--- config.mk ---
export PLATFORM = sky130hd
export DESIGN_NAME = csa_sum_pipe
export DESIGN_NICKNAME = d
export VERILOG_FILES = /design/src/rtl/adder_pkg.sv /design/src/rtl/csa_row.sv /design/src/rtl/csa_sum_pipe.sv
export SDC_FILE = /design/constraint.sdc
export NUM_CORES = 1
export LEC_CHECK = 0
export ABC_AREA = 1
export BUFFER_PORTS_ARGS = -buffer_cell sky130_fd_sc_hd__buf_2
export CAP_MARGIN = 20
export CORE_MARGIN = 5
export CORE_UTILIZATION = 40
export DETAILED_ROUTE_END_ITERATION = 16
export SETUP_SLACK_MARGIN = 0.02
export SLEW_MARGIN = 15
export SYNTH_ARGS = -nofsm -noshare
export SYNTH_HDL_FRONTEND = slang
export SYNTH_SLANG_ARGS = --single-unit
--- constraint.sdc ---
create_clock -name clk -period 2.59 [get_ports clk]
set_input_delay 0.518 -clock clk [delete_from_list [all_inputs] [get_ports clk]]
set_output_delay 0.518 -clock clk [all_outputs]
set_load 0.005 [all_outputs]
--- src/rtl/adder_pkg.sv ---
// Shared sizing helpers for the carry-save multi-operand adder.
package adder_pkg;

    localparam int ACC_W_DEFAULT = 16;

    // Ceiling log2; clog2(1) = 0.
    function automatic int clog2(input int n);
        int r;
        int v;
        r = 0;
        v = 1;
        while (v < n) begin
            v = v * 2;
            r = r + 1;
        end
        return r;
    endfunction

    // Width that holds the exact sum of n_ops unsigned op_w-bit operands.
    function automatic int sum_w(input int n_ops, input int op_w);
        return op_w + clog2(n_ops);
    endfunction

    // Rows left after one 3:2 level: each full triple becomes two rows,
    // the remainder (rows mod 3) passes straight through.
    function automatic int rows_next(input int rows);
        return (rows / 3) * 2 + (rows % 3);
    endfunction

    // Row count entering a given tree level.
    function automatic int rows_at(input int n_ops, input int level);
        int r;
        r = n_ops;
        for (int i = 0; i < level; i++) begin
            r = rows_next(r);
        end
        return r;
    endfunction

    // Number of 3:2 levels needed to get down to two rows.
    function automatic int tree_levels(input int n_ops);
        int r;
        int l;
        r = n_ops;
        l = 0;
        while (r > 2) begin
            r = rows_next(r);
            l = l + 1;
        end
        return l;
    endfunction

endpackage

--- src/rtl/csa_row.sv ---
// One vector 3:2 compressor: three rows in, sum row and carry row out.
// The carry row is shifted left by one; its top bit is dropped, which is
// safe because the tree width already holds the full exact total.
module csa_row #(
    parameter int W = 8
) (
    input  logic [W-1:0] a,
    input  logic [W-1:0] b,
    input  logic [W-1:0] c,
    output logic [W-1:0] sum_row,
    output logic [W-1:0] carry_row
);

    assign sum_row   = a ^ b ^ c;
    assign carry_row = {(a[W-2:0] & b[W-2:0]) |
                        (a[W-2:0] & c[W-2:0]) |
                        (b[W-2:0] & c[W-2:0]), 1'b0};

endmodule

--- src/rtl/csa_sum_pipe.sv ---
// Pipelined multi-operand unsigned adder: carry-save tree into stage A,
// carry-propagate add plus saturating group accumulator into stage B.
module csa_sum_pipe
    import adder_pkg::*;
#(
    parameter int N_OPS = 12,
    parameter int OP_W  = 3,
    parameter int ACC_W = ACC_W_DEFAULT
) (
    input  logic                  clk,
    input  logic                  rst_n,
    input  logic                  in_valid,
    output logic                  in_ready,
    input  logic [N_OPS*OP_W-1:0] in_ops,
    input  logic                  in_acc,
    input  logic                  in_last,
    output logic                  out_valid,
    input  logic                  out_ready,
    output logic [ACC_W-1:0]      out_sum,
    output logic                  out_ovf
);

    localparam int SUM_W  = sum_w(N_OPS, OP_W);
    localparam int LEVELS = tree_levels(N_OPS);

    // ---------------- carry-save reduction tree ----------------
    logic [SUM_W-1:0] op_ext [N_OPS];

    genvar gi;
    genvar gl;

    for (gi = 0; gi < N_OPS; gi++) begin : g_ext
        assign op_ext[gi] = SUM_W'(in_ops[gi*OP_W +: OP_W]);
    end

    for (gl = 0; gl < LEVELS; gl++) begin : g_lvl
        localparam int R_IN  = rows_at(N_OPS, gl);
        localparam int GRP   = R_IN / 3;
        localparam int REM   = R_IN % 3;
        localparam int R_OUT = 2 * GRP + REM;

        logic [SUM_W-1:0] rows_in  [R_IN];
        logic [SUM_W-1:0] rows_out [R_OUT];

        if (gl == 0) begin : g_src_ops
            for (gi = 0; gi < R_IN; gi++) begin : g_in
                assign rows_in[gi] = op_ext[gi];
            end
        end else begin : g_src_prev
            for (gi = 0; gi < R_IN; gi++) begin : g_in
                assign rows_in[gi] = g_lvl[gl-1].rows_out[gi];
            end
        end

        for (gi = 0; gi < GRP; gi++) begin : g_csa
            csa_row #(.W(SUM_W)) u_row (
                .a         (rows_in[3*gi]),
                .b         (rows_in[3*gi+1]),
                .c         (rows_in[3*gi+2]),
                .sum_row   (rows_out[2*gi]),
                .carry_row (rows_out[2*gi+1])
            );
        end

        for (gi = 0; gi < REM; gi++) begin : g_pass
            assign rows_out[2*GRP+gi] = rows_in[3*GRP+gi];
        end
    end

    logic [SUM_W-1:0] tree_sv;
    logic [SUM_W-1:0] tree_cv;
    assign tree_sv = g_lvl[LEVELS-1].rows_out[0];
    assign tree_cv = g_lvl[LEVELS-1].rows_out[1];

    // ---------------- handshake ----------------
    logic stall;
    assign stall    = out_valid & ~out_ready;
    assign in_ready = ~stall;

    // ---------------- stage A ----------------
    logic [SUM_W-1:0] a_sv;
    logic [SUM_W-1:0] a_cv;
    logic             a_acc;
    logic             a_last;
    logic             a_valid;

    // Capture the reduced sum/carry pair; everything holds while stalled.
    always_ff @(posedge clk or negedge rst_n) begin
        if (!rst_n) begin
            a_valid <= 1'b0;
            a_sv    <= '0;
            a_cv    <= '0;
            a_acc   <= 1'b0;
            a_last  <= 1'b0;
        end else if (!stall) begin
            a_valid <= in_valid;
            if (in_valid) begin
                a_sv   <= tree_sv;
                a_cv   <= tree_cv;
                a_acc  <= in_acc;
                a_last <= in_last;
            end
        end
    end

    // ---------------- stage B ----------------
    logic [SUM_W-1:0] beat_sum;
    logic [ACC_W:0]   acc_sum;
    logic             sat_hit;
    logic [ACC_W-1:0] acc_clamped;
    logic [ACC_W-1:0] acc;
    logic             ovf;

    // The tree width holds the exact total, so the modular add is exact.
    assign beat_sum    = a_sv + a_cv;
    assign acc_sum     = {1'b0, acc} + (ACC_W+1)'(beat_sum);
    assign sat_hit     = acc_sum[ACC_W];
    assign acc_clamped = sat_hit ? {ACC_W{1'b1}} : acc_sum[ACC_W-1:0];

    // Emit plain beats directly, fold accumulate beats into acc and emit
    // the saturated total on the last beat of a group.
    always_ff @(posedge clk or negedge rst_n) begin
        if (!rst_n) begin
            out_valid <= 1'b0;
            out_sum   <= '0;
            out_ovf   <= 1'b0;
            acc       <= '0;
            ovf       <= 1'b0;
        end else if (!stall) begin
            out_valid <= 1'b0;
            if (a_valid) begin
                if (!a_acc) begin
                    out_valid <= 1'b1;
                    out_sum   <= ACC_W'(beat_sum);
                    out_ovf   <= 1'b0;
                end else if (!a_last) begin
                    acc <= acc_clamped;
                    ovf <= ovf | sat_hit;
                end else begin
                    out_valid <= 1'b1;
                    out_sum   <= acc_clamped;
                    out_ovf   <= ovf | sat_hit;
                    acc       <= '0;
                    ovf       <= 1'b0;
                end
            end
        end
    end

endmodule

**After elaboration in Yosys (flattened, before gate mapping)**

Index checks and enable logic that the tools add are counted.

- $add $sub $neg: 2
- Eq/ne operators: 1
- Muxes and demuxes: 10
- Bitwise gates (word level): 74
- Reductions and logical operators: 3

Operators by type and width:

| cell | count |
|---|---|
| 6-bit OR | 20 |
| 6-bit AND | 18 |
| 7-bit bitwise XOR | 12 |
| 16-bit 2-to-1 mux | 4 |
| 3-bit AND | 12 |
| 7-bit by 3-bit bitwise XOR with 7-bit output | 4 |
| 16-bit by 7-bit adder with 17-bit output | 1 |
| 3-bit bitwise XOR | 4 |
| 7-bit adder | 1 |
| 1-bit 2-to-1 mux | 6 |
| 3-bit AND reduction | 2 |
| 2-bit by 1-bit != test with 1-bit output, second input constant | 1 |
| 1-bit NOT | 2 |
| 2-bit AND reduction | 1 |
| 1-bit AND | 1 |
| 1-bit OR | 1 |

- Flip-flop bits (word level): 51
- Input port bits: 42
- Output and inout bits: 19
- Word-level logic and storage cells: 100

**Longest topological paths before layout**

Gate-level depths: netlist (run 1).

- Depth in word-level cells: 15
- Gate-level depth with buffers: 16
- Mapped depth without buffers: 16

**Cells and area by module**

From an unflattened synthesis (run 1), not the netlist that was laid out.

- Cells, all modules: 556
- Area, all modules: 4,784.6 um2

Modules (own cells, without submodules):

| module | instances | cells an instance | area an instance (um2) | sequential area each (um2) |
|---|---|---|---|---|
| csa_sum_pipe | 1 | 386 | 3,120.5 | 1,301.2 |
| csa_row | 10 | 17 | 166.4 | 0.0 |

**Worst setup path before layout (run 1)**

No wires, ideal clock.

- Path kind: input-to-reg
- From: input port in_ops[11]
- To: register a_sv[2]
- Setup time: 0.125 ns
- Arrival: 3.419 ns
- Required time: 2.465 ns
- Slack: -0.954 ns
- Stages on the path: 10
- Buffers on the path: 0
- Cells stage by stage: inv_1 -> fa_1 -> inv_1 -> fa_1 -> inv_1 -> fa_1 -> fa_1 -> inv_1 -> fa_1 -> mux2_2

- Cells in the longest elaborated chain, start to end: 9

Ends and longest elaborated chain:

| element | RTL line | text |
|---|---|---|
| start, declared | csa_sum_pipe.sv:14 | `input logic [N_OPS*OP_W-1:0] in_ops,` |
| 3-bit bitwise XOR | csa_row.sv:14 | `assign sum_row = a ^ b ^ c;` |
| 7-bit by 3-bit bitwise XOR with 7-bit output | csa_row.sv:14 |  |
| 7-bit bitwise XOR (7 in series) | csa_row.sv:14 |  |
| named net g_lvl[4].g_csa[0].u_row.sum_row[2] | csa_row.sv:10 | `output logic [W-1:0] sum_row,` |
| end signal, assigned | csa_sum_pipe.sv:98 | `a_sv <= tree_sv;` |
| end, declared | csa_sum_pipe.sv:81 | `logic [SUM_W-1:0] a_sv;` |

The timed path passes the listed nets, and every way through them passes these cells.
A chain may end at the register's enable or synchronous reset.

**Worst setup path after layout (run 1)**

Ends and elaborated chain as after synthesis.

==> results of run 1 <==
registers in the layout, summed over array words and instances, names as in the netlist:
| name | count |
|---|---|
| acc | 16 |
| out_sum | 16 |
| a_sv | 6 |
| a_cv | 4 |
| a_acc | 1 |
| a_last | 1 |
| a_valid | 1 |
| out_ovf | 1 |
| out_valid | 1 |
| ovf | 1 |
repair_timing:
item | 4_1_cts | 5_1_grt
endpoints found under the setup margin | 41 | 42
hold buffers | 0 | 0
pin swaps | 12 | 34
resized for setup | 20 | 80
cloned | 1 | 2
buffers inserted | 3 | 5
metal layers:
| layer | wire, um | track usage, % |
|---|---|---|
| met1 | 3908 | 22.36 |
| met2 | 4181 | 24.16 |
| met3 | 390 | 2.359 |
| met4 | 106 | 3.515 |
| met5 | 0 | 0 |
worst register-to-register path, stage by stage, from the launching register on:
cell     delay, ps
dfrtp_1        440
ha_4           190
fa_2           360
a21oi_2        150
o21ba_4        160
inv_4           40
ha_4           290
nand2_4         70
o21a_1         230
nand2_4        170
buf_6          150
nand2_8         70
nand3_2         90
nand2_1         60
nand2_1         60
power breakdown:
group          switching [W]  total, W  leakage (nW)  internal (W)
Sequential          0.000156   0.00110         0.625      0.000944
Clock               0.000273  0.000492        0.0516      0.000219
Combinational        0.00178   0.00325          1.79       0.00148
Total                0.00220   0.00484          2.47       0.00264
through the flow:
| stage | instances | setup WS [ps] | hold slack (ps) | total power, W | instance area (um^2) |
|---|---|---|---|---|---|
| 2_1_floorplan | 426 | -798.2 | 222.4 | 0.002861 | 3596 |
| 3_3_place_gp | 593 | -986.5 | 460.9 | 0.003489 | 4048 |
| 3_5_place_dp | 593 | -1007 | 459.7 | 0.003544 | 4048 |
| 4_1_cts | 605 | -620.5 | 197.7 | 0.004229 | 4272 |
| 5_1_grt | 612 | -725.4 | 224.3 | 0.005282 | 4654 |
| 6_report | 612 | -650.5 | 184.1 | 0.004844 | 4654 |
final timing paths:
| path | depth (start not counted) | slack [ps] | to | start |
|---|---|---|---|---|
| min | 1 | 180 | out_sum[7] | rst_n |
| max in group asynchronous | 2 | 1870 | a_cv[4] | rst_n |
| max reg2reg | 14 | -10 | out_sum[1] | a_cv[2] |
| min in group clk | 2 | 430 | a_last | in_last |
| min reg2reg | 2 | 470 | out_sum[9] | out_sum[9] |
| max | 11 | -650 | a_sv[2] | in_ops[11] |
synth_stat cells (2+ instances only):
| library cell | n | area [um^2] |
|---|---|---|
| nor2_1 | 21 | 78.83 |
| xor2_1 | 4 | 35.03 |
| xnor2_1 | 2 | 17.52 |
| fa_1 | 28 | 560.5 |
| nand2_1 | 152 | 570.6 |
| nor2_4 | 4 | 45.04 |
| a21oi_1 | 7 | 35.03 |
| buf_2 | 6 | 30.03 |
| inv_2 | 2 | 7.510 |
| nand3_1 | 27 | 135.1 |
| dfrtp_1 | 48 | 1201 |
| o21ai_0 | 2 | 10.01 |
| ha_1 | 19 | 237.7 |
| nand2_2 | 2 | 12.51 |
| nand2_4 | 2 | 22.52 |
| nand4_1 | 3 | 18.77 |
| o21ai_1 | 2 | 10.01 |
| buf_6 | 2 | 22.52 |
| mux2_2 | 10 | 112.6 |
| inv_1 | 64 | 240.2 |
| nand3b_1 | 4 | 30.03 |
| nand3_2 | 8 | 80.08 |
layout make-up:
class | instances | area (um^2)
Clock buffer | 6 | 82.58
Clock inverter | 2 | 13.76
Fill cell | 826 | 4024
Inverter | 67 | 261.5
Multi-Input combinational cell | 305 | 2492
Sequential cell | 48 | 1201
Tap cell | 108 | 135.1
Timing Repair Buffer | 76 | 467.9
kinds of logic (layout without fill, tap and decap cells):
logic type               Yosys count  in the layout  share of synthesized area [%]
AND/OR/NAND/NOR                  224            227                          28.07
buffers and inverters             76            151                          8.644
flip-flops                        48             48                          33.73
adder cells (fa/ha/maj)           47             47                          22.42
AO/OA/AOI/OAI                     15             15                          2.495
multiplexers                      10             10                          3.162
XOR/XNOR                           6              6                          1.476
cell usage in the layout (no fill, tap or decap), types with 5 or more instances in the layout:
master / count
buf_2: 58
buf_4: 10
buf_6: 6
clkbuf_8: 6
dfrtp_1: 48
fa_1: 23
fa_2: 5
ha_1: 13
inv_1: 54
inv_2: 10
mux2_2: 8
nand2_1: 124
nand2_2: 27
nand3_1: 13
nand3_2: 15
nand3_4: 7
nor2_1: 17
nor2_4: 7
==> run summary, run 1 <==
The flow ran to the end, but the final reports show violations. The final reports fail on negative setup slack. The run gives 592 as the layout net count. The most used flip-flop cell after synthesis is dfrtp_1. Cells fill 53.63% of the core in the end.

After technology mapping, the gate count stands at 426. The initial antenna violation count is 0, and the total length of routed wires is 8.587 mm. The mapped netlist covers 3561 um^2. The detailed router placed 2964 vias in this run.

Final hold violation count: 0. Setup violations remaining at the end of the flow were counted as 13. Compared with the post-synthesis result, the final layout area differs by 30.71%.

The signal on the critical path passes through buf_8, inv_8, fa_1, inv_1, fa_1, inv_2, fa_1, fa_1, inv_1, fa_2, mux2_4. Static timing analysis puts the maximum clock frequency at 308.6 MHz. Synthesis instantiated 29 different standard cells from the library.

The longest clock path from root to sink contains 2 buffers. The cell type of the slowest stage on the worst timing path was fa_1. The floorplan die area is 10890 um^2. The static leakage came out at 2.468 nW.

The run gives 0 as the number of remaining DRC errors. CTS saw 48 sinks. The flip-flop and latch count after synthesis was 48. The minimum clock period after layout is 3240 ps. The tools report the startpoint type of the worst setup path as an input pin. For the number of placement rows, the log shows 34.

In this run the power density over the cells is 1041 nW/um^2. The tools report the arrival time of data at the critical path endpoint as 3440 ps. The repair_antennas step left the layout with diodes totalling 0. Setup repair after global routing could not meet its margin everywhere.

The mean post-synth cell area is 8.359 um^2. STA puts the critical path data required time at 2790 ps. Number of global-route vias before repair: 2887.

The run gives 310 ps as the clock insertion delay at the later pin of the skew report. The number of enable flip-flop cells after synthesis is 0. The run gives 126 as the DRC marker count from the first detailed-route iteration. The synthesis warning total is 0, and the average wire per standard cell is 14.03 um. Critical-path maximum fanout: 1. The pre-antenna-repair detailed-routing pass consisted of 4 iterations.

Path type of the worst setup path: input pin to register. Counting stages on the worst path, the most repeated cell is fa_1. TritonCTS built the clock tree.

The number of buffers and inverters on the critical path is 5. The number of H-tree levels came out at 2. CTS placed an instance of clkbuf_8 at the clock tree root. The kind of path behind the tightest hold check was input pin to asynchronous set/reset pin. The tools report the portion of the post-synthesis area used by sequential elements as 33.73%. The per-cell via count in the routed design was 4.843. After routing, the total negative slack on setup checks comes to -3707 ps. Effective utilization at floorplan: 41.03%. Headroom to the max-slew limit came out at 52.80%.

The die width was 104.4 um; the count of buffers from port buffering was 60. Global-route wire length before repair: 13.96 mm. The run gives 15.38% as the combined global-route utilization of all metal layers. The die height is 104.4 um, and the number of max-cap violations is 0. For the final database, setup skew stands at 9.328 ps. The post-route netlist has 38.10% of its cells at a drive strength greater than 1.

The fraction of registers with async set/reset was 100.0%. The actual transition at the worst max-transition pin works out to 706.3 ps. In this design, the stage delay of the slowest critical-path cell is 550 ps.

The region available for standard cell placement spans 8678 um^2. The count of nets left with antenna violations once routing finished came out at 0. The HPWL after detailed placement is 6.207 mm. The cell family contributing the most delay on the critical path is adder cells.

At the end of routability-driven placement, the weighted congestion stood at 0.8459. The worst path uses 125.1% of the clock period. Number of buffers added by the clock tree synthesis step: 5. The worst setup path is captured at a register. During I/O placement, the number of pins put on the boundary was 61. Entering global routing, the biggest net connects 28 pins. The remaining global-route overflow was 0; the clock-pin slew of the registers on the worst-case setup and hold paths was 100 ps. IR analysis of the VDD net gives a maximum drop of 727.7 uV. The number of nets produced by synthesis was 515. For the final-report max-slew violation count, the log shows 0. The post-layout worst setup margin is -650.5 ps.
Power figures use the tool's default switching activity.
==> run 2: changes to the inputs <==
ABC_AREA = not set   (was 1)
CORE_MARGIN = 2   (was 5)
==> run summary, run 2 <==
The share of the clock period used by the worst path after layout works out to 124.0% (-1.1 points). Setup repair after global routing could not meet its margin everywhere. The clock insertion delay at the later pin of the skew report was 320 ps (about the same); the clock-pin slew of the registers on the worst-case setup and hold paths was 110 ps (about the same). Fraction of registers with async set/reset: 100.0% (unchanged). Flip-flop and latch count after synthesis: 48 (unchanged). The first-pass iteration count of the detailed router is 4 (unchanged), and the arrival time of data at the critical path endpoint is 3410 ps (-30 ps).

The number of placement rows was 33 (-2.9%); the total half-perimeter wirelength after legalization and detailed placement was 5.672 mm (-8.6%). The count of filler cells inserted in the layout was 712 (-14%); the number of nets with antenna violations after routing was 0 (unchanged). The static leakage came out at 2.184 nW (-11%). Mean post-synth cell area: 10.19 um^2 (+22%).

The cell accounting for the most synthesized area was dfrtp_1. Number of remaining DRC errors: 0 (unchanged). The maximum single-stage delay on the critical path came out at 560 ps (about the same).

The DRC marker count from the first detailed-route iteration was 134 (+6.3%). The tools report the final setup violation count as 42 (+29). The logs give 2891 (-2.5%) for the number of vias in the routed layout and 0 (unchanged) for the diode insertion count for antenna repair.

Synthesis warning total: 0 (unchanged). The logs give 332 (-22%) for the cell count after synthesis and 61 (unchanged) for the top-level port count. The critical path in this run is classified as input pin to register. The checks that failed: negative setup slack. Share of the synthesized area in the top cell type: 35.49% (+1.8 points). The logs give 48 (unchanged) for the total clock sinks and 509 (-14%) for the layout net count.

For the floorplan die area, the log shows 9213 um^2 (-15%). For this run, the leading register cell type out of synthesis is dfrtp_1. The number of buffers added by the clock tree synthesis step came out at 5 (unchanged). The minimum clock period after layout was 3212 ps (-28.80 ps); the final-report max-slew violation count was 0 (unchanged).

The run gives 13.98 mm (+0.15%) as the global-route wire length before repair. STA classifies the critical path startpoint as an input pin. Number of nets produced by synthesis: 421 (-18%). The area growth from synthesis to layout is 37.41%.

Traced cell by cell, the critical path runs through buf_6, fa_1, fa_1, inv_2, fa_1, fa_1, inv_1, fa_2, mux2_4. The area of the core is 8217 um^2 (-5.3%). The required time at the endpoint of the critical path is 2790 ps (about the same). The run finished, with violations left.

The fmax was 311.4 MHz (+0.90%); the number of H-tree levels was 2 (unchanged). The kind of cell with the highest combined delay along the critical path is adder cells. The effective utilization at floorplan was 41.19% (+0.16 points). The number of enable flip-flop cells after synthesis works out to 0 (unchanged). The power density of the placed cells works out to 1063 nW/um^2 (+2.2%). For the number of max-cap violations, the log shows 0 (unchanged). The post-layout worst setup margin came out at -621.7 ps (+28.80 ps). Among all cell types in the netlist, the one instantiated most often is dfrtp_1.

The worst hold path belongs to the class input pin to asynchronous set/reset pin. The run gives 0.8302 (-1.9%) as the final weighted congestion in routability-driven placement. The initial antenna violation count was 0 (unchanged); the pin count of the biggest net entering global routing was 49 (+75%). The die height was 95.99 um (-8.0%); the remaining global-route overflow was 0 (unchanged).

Maximum buffer depth of the clock tree: 2 (unchanged). The largest voltage drop on the vdd net is 533.2 uV (-27%). The average wire per standard cell works out to 16.69 um (+19%). The critical-path maximum fanout was 1 (unchanged). Among the stages of the critical path, the cell type that occurs most often is fa_1. The largest registers in the layout are acc x16, out_sum x16, a_sv x6.

The run gives 15.07% (-38 points) as the worst max-slew margin expressed relative to the limit. The run gives 8.777 mm (+2.2%) as the total length of routed wires. The fraction of final layout cells sized beyond drive strength 1 is 42.76% (+4.7 points), and the number of global-route vias before repair is 2867 (-0.69%). The kind of end point of the critical path is a register. The die width was 95.99 um (-8.0%). The portion of the post-synthesis area used by sequential elements was 35.49% (+1.8 points); the actual transition at the worst max-transition pin was 1274 ps (+567.7 ps). The commonest cells after synthesis are dfrtp_1, inv_1, fa_1, nand2_1, o21ai_0. The slowest stage of the critical path is the fa_1 cell. TritonCTS built the clock tree. By area the synthesized netlist is led by dfrtp_1, fa_1, ha_1, mux2_2, inv_1. The count of buffers from port buffering is 60 (unchanged), and the area taken by flip-flops and latches is 1201 um^2 (unchanged).

For the total area of multi-input combinational cells, the log shows 2392 um^2 (-4.0%). The worst-case clock skew came out at 13.71 ps (+4.385 ps). The number of buffers and inverters on the critical path was 3 (-2). The run gives 19.64% (+4.3 points) as the combined global-route utilization of all metal layers. The run gives 0 (unchanged) as the final hold violation count. The run gives 56.60% (+3.0 points) as the core utilization of the finished layout. In the layout the commonest cells are buf_2, dfrtp_1, inv_1. For the synthesized area, the log shows 3384 um^2 (-5.0%).

Most common cell after layout, fill and taps aside: buf_2. The per-cell via count in the routed design was 5.496 (+13%); the total power consumption of the routed design was 0.004945 W (+2.1%). The cell sitting at the root of the clock tree is a clkbuf_8. For the count of different cell masters after synthesis, the log shows 45 (+55%).
run 2: layout make-up:
cell class	count	area share, %
clock buffers	6	1.776
clock inverters	2	0.2959
multi-input cells	233	51.44
repair buffers	98	14.93
inverters	34	2.906
flip-flops and latches	48	25.83
well taps	105	2.825
run 2: what timing repair did:
item / in CTS / in global routing
endpoints found under the setup margin: 42 / 42
gates resized for setup: 74 / 21
cloned: 3 / 0
setup buffers: 12 / 4
hold buffers: 0 / 0
pin swaps: 26 / 20
run 2: where the power goes:
part | total (W) | internal (W) | switching [W] | leakage (nW)
sequential | 0.00111 | 0.000944 | 0.000165 | 0.628
clock | 0.000505 | 0.000219 | 0.000286 | 0.0516
combinational | 0.00333 | 0.00175 | 0.00158 | 1.50
total | 0.00494 | 0.00292 | 0.00203 | 2.18
run 2: cell families (layout without fill, tap and decap cells):
logic type	Yosys count	after routing	synth area share (%)
DFF	48	48	35.49
muxes	12	12	3.993
adders and majority gates	47	47	23.59
AOI/OAI and AO/OA	93	93	17.97
xor gates and xnor gates	5	5	1.294
and+or+nand+nor	76	76	11.42
buffers and inverters	51	140	6.248
run 2: final timing paths:
path                          endpoint  slack (ps)  depth (start not counted)        start
hold reg to reg            out_sum[10]         480                          2  out_sum[10]
min in group clk                a_last         440                          2      in_last
setup / recovery               a_sv[2]        -620                          9    in_ops[8]
max in group asynchronous       acc[4]        1850                          2        rst_n
setup reg to reg           out_sum[12]        -230                         10      a_cv[2]
hold / removal             out_sum[14]         300                          2        rst_n
run 2: stage by stage:
stage | TNS, ps | worst slack (ps) | instances | hold slack (ps) | cell area, um^2
6_report | -8901 | -621.7 | 526 | 296.0 | 4651
5_1_grt | -12720 | -669.0 | 526 | 370.1 | 4651
4_1_cts | -7613 | -623.9 | 523 | 327.8 | 4551
3_5_place_dp | -12310 | -1004 | 502 | 463.4 | 3970
3_3_place_gp | -10740 | -982.7 | 502 | 458.2 | 3970
2_1_floorplan | -4988 | -798.1 | 332 | 222.4 | 3448
run 2: routing by layer:
metal | up-vias | wire [um] | track usage (%)
met3 | 13 | 329 | 2.584
met2 | 60 | 4371 | 32.58
met5 | - | 0 | 0
met1 | 1468 | 3998 | 27.76
li1 | 1350 | - | -
met4 | 0 | 77 | 3.690
==> run 3: changes to the inputs <==
SETUP_SLACK_MARGIN = not set   (was 0.02)
==> run summary, run 3 (synthesis results as in run 2) <==
For the number of vias in the routed layout, the log shows 2833 (-2.0%). For the total length of routed wires, the log shows 8.227 mm (-6.3%). Most used cell along the critical path: fa_1.

The die height was 95.99 um (unchanged); the core utilization of the finished layout was 56.14% (-0.46 points). The count of buffers from port buffering came out at 60 (unchanged). Setup repair after global routing could not meet its margin everywhere.

The kind of path behind the tightest hold check was input pin to asynchronous set/reset pin. The total clock sinks was 48 (unchanged). The cell family contributing the most delay on the critical path is adder cells. The combined global-route utilization of all metal layers was 19.30% (-0.34 points).

The layout net count was 511 (+0.39%). The effective utilization at floorplan came out at 41.19% (unchanged). Following the worst setup path forward leads to its endpoint at a_sv[2].

The tools report the total half-perimeter wirelength after legalization and detailed placement as 5.738 mm (+1.1%). TritonCTS built the clock tree. The placed cell count is 506 (+0.80%), and the clock-pin slew of the registers on the worst-case setup and hold paths is 100 ps (about the same).

The run gives 0 (unchanged) as the post-cts hold buffer count. The diode insertion count for antenna repair is 0 (unchanged), and the depth of the worst register-to-register path is 11 (+1). The library cell used most frequently in the layout, excluding fill and tap cells, is buf_2. Relative to the synthesized area, the layout overhead comes to 36.30%. The run gives 12.54 ps (-1.173 ps) as the worst-case clock skew.

Number of remaining DRC errors: 0 (unchanged). The power density of the placed cells works out to 1058 nW/um^2 (-0.53%). The signal on the critical path passes through buf_2, fa_1, inv_1, fa_1, fa_1, fa_1, inv_2, fa_2, mux2_4. Worst max-slew margin expressed relative to the limit: 39.32% (+24 points).

The number of cells in the finished layout apart from fillers was 528 (+0.38%). For the number of max-cap violations, the log shows 0 (unchanged). The count of filler cells inserted in the layout was 713 (+0.14%).

The top cell types in the final layout, fill and taps aside, are buf_2, dfrtp_1, buf_4. The switching power total is 0.001994 W (-1.6%). The start point of the critical path was in_ops[20]. The run finished, with violations left.

Number of global-route vias before repair: 2830 (-1.3%). The final hold violation count is 0 (unchanged), and the final weighted congestion in routability-driven placement is 0.8705 (+4.9%). The area of the core was 8217 um^2 (unchanged); the number of buffers added by the clock tree synthesis step was 5 (unchanged). The fmax was 314.4 MHz (+0.99%); the maximum single-stage delay on the critical path was 570 ps (about the same).

The worst setup path is launched from an input pin. The number of stages on the worst setup path was 9 (unchanged); the register share of total power was 22.3% (about the same). The checks that failed: negative setup slack. The clock insertion delay at the later pin of the skew report is 320 ps (about the same), and the die width is 95.99 um (unchanged). For the clock network fraction of total power, the log shows 10.1% (about the same). The tools report the top-level port count as 61 (unchanged). The minimum clock period after layout was 3180 ps (-31.41 ps); the final-report max-slew violation count was 0 (unchanged). For the number of H-tree levels, the log shows 2 (unchanged).

The DRC marker count from the first detailed-route iteration was 162 (+21%). The fraction of final layout cells sized beyond drive strength 1 was 43.03% (+0.27 points); the proportion of total power due to net switching was 40.87% (-0.13 points). The pin count of the biggest net entering global routing was 26 (-47%). The number of placement rows was 33 (unchanged). Actual transition at the worst max-transition pin: 910.2 ps (-363.8 ps). The total power consumption of the routed design is 0.004879 W (-1.3%). The largest registers in the layout are acc x16, out_sum x16, a_sv x6. The tools report the end of the worst register-to-register path as out_sum[10]. The startpoint identified for the worst register-to-register timing path is a_cv[3]. The number of nets with antenna violations after routing was 0 (unchanged). The logs give 13.76 mm (-1.6%) for the global-route wire length before repair and 4 (unchanged) for the first-pass iteration count of the detailed router. For the arrival time of data at the critical path endpoint, the log shows 3390 ps (-20 ps). The worst-case setup slack after placement was -1015 ps (-10.89 ps).

The tools report the total negative slack for setup checks as -8887 ps (+14.13 ps). The remaining global-route overflow is 0 (unchanged). For the final setup violation count, the log shows 42 (unchanged).

The per-cell via count in the routed design was 5.366 (-2.4%); the number of buffers and inverters on the critical path was 3 (unchanged). The initial antenna violation count is 0 (unchanged), and the largest voltage drop on the vdd net is 505.5 uV (-5.2%). The worst setup path is of the input pin to register kind. The static leakage is 2.205 nW (+0.95%), and the post-layout worst setup margin is -590.3 ps (+31.41 ps).

STA classifies the critical path endpoint as a register. The setup slack of the worst register-to-register path was -250 ps (-20 ps); the floorplan die area was 9213 um^2 (unchanged). The share of the clock period used by the worst path after layout works out to 122.8% (-1.2 points). The tools report the internal cell power as 0.002885 W (-1.1%). The run gives 67.6% (+0.2 points) as the combinational group share of total power. The critical-path maximum fanout was 1 (unchanged); the required time at the endpoint of the critical path was 2800 ps (about the same). The cell type of the slowest stage on the worst timing path was fa_1. The cell sitting at the root of the clock tree is a clkbuf_8. The maximum buffer depth of the clock tree was 2 (unchanged).

The average wire per standard cell is 15.58 um (-6.6%).
run 3: cell types whose count changed in the layout (fill, tap and decap cells not counted), sizes merged:
cell  change
buf       +2
run 3: metrics by stage:
step / hold slack, ps / cell area, um^2
global route: 251.5 / 4613
floorplan: 222.4 / 3433
CTS: 224.5 / 4492
finish: 208.6 / 4613
detailed placement: 464.1 / 4013
global placement: 463.3 / 4013
run 3: power by group through the flow:
stage | logic, W | clock network (W) | registers (W)
final | 0.00330 | 0.000494 | 0.00109
after global routing | 0.00365 | 0.000533 | 0.00111
after CTS | 0.00305 | 0.000503 | 0.00108
after detailed placement | 0.00257 | 0 | 0.00109
after global placement | 0.00251 | 0 | 0.00109
after floorplan | 0.00167 | 0 | 0.00106
run 3: worst min-delay path by stage:
stage	startpoint	to	slack (ps)	depth (start not counted)
floorplan	rst_n	a_acc	220	0
global placement	out_sum[15]	out_sum[15]	460	2
detailed placement	out_sum[15]	out_sum[15]	460	2
CTS	rst_n	acc[1]	220	1
global route	rst_n	out_sum[1]	250	1
finish	rst_n	out_sum[8]	210	1
run 3: timing repair:
item | 4_1_cts | 5_1_grt
setup endpoints to repair | 42 | 42
pin swaps | 24 | 20
gates resized for setup | 66 | 29
buffers inserted | 10 | 5
gates cloned | 2 | 0
run 3: routing by layer:
layer | track usage, % | share of wire, % | vias to the layer above
met5 | 0 | 0 | -
met4 | 6.310 | 1.6 | 0
met3 | 2.506 | 3.2 | 11
met2 | 29.05 | 48 | 52
met1 | 28.75 | 48 | 1415
li1 | - | - | 1355
run 3: worst register-to-register path, stage by stage (launching register included):
cell     delay (ps)
dfrtp_1         400
ha_1            300
a21o_1          170
a21oi_2         180
xnor2_2         140
ha_1            290
o211a_1         140
o31a_1          130
o31a_1          390
buf_12          170
and4_1          190
o31ai_2         240
run 3: cell type report:
cell class / count / area (um^2) / area share, %
multi-input combinational: 233 / 2361 / 51.18
timing repair buffer: 100 / 688.2 / 14.92
inverter: 34 / 135.1 / 2.929
clock inverter: 2 / 13.76 / 0.2983
tap: 105 / 131.4 / 2.848
sequential: 48 / 1201 / 26.04
clock buffer: 6 / 82.58 / 1.790
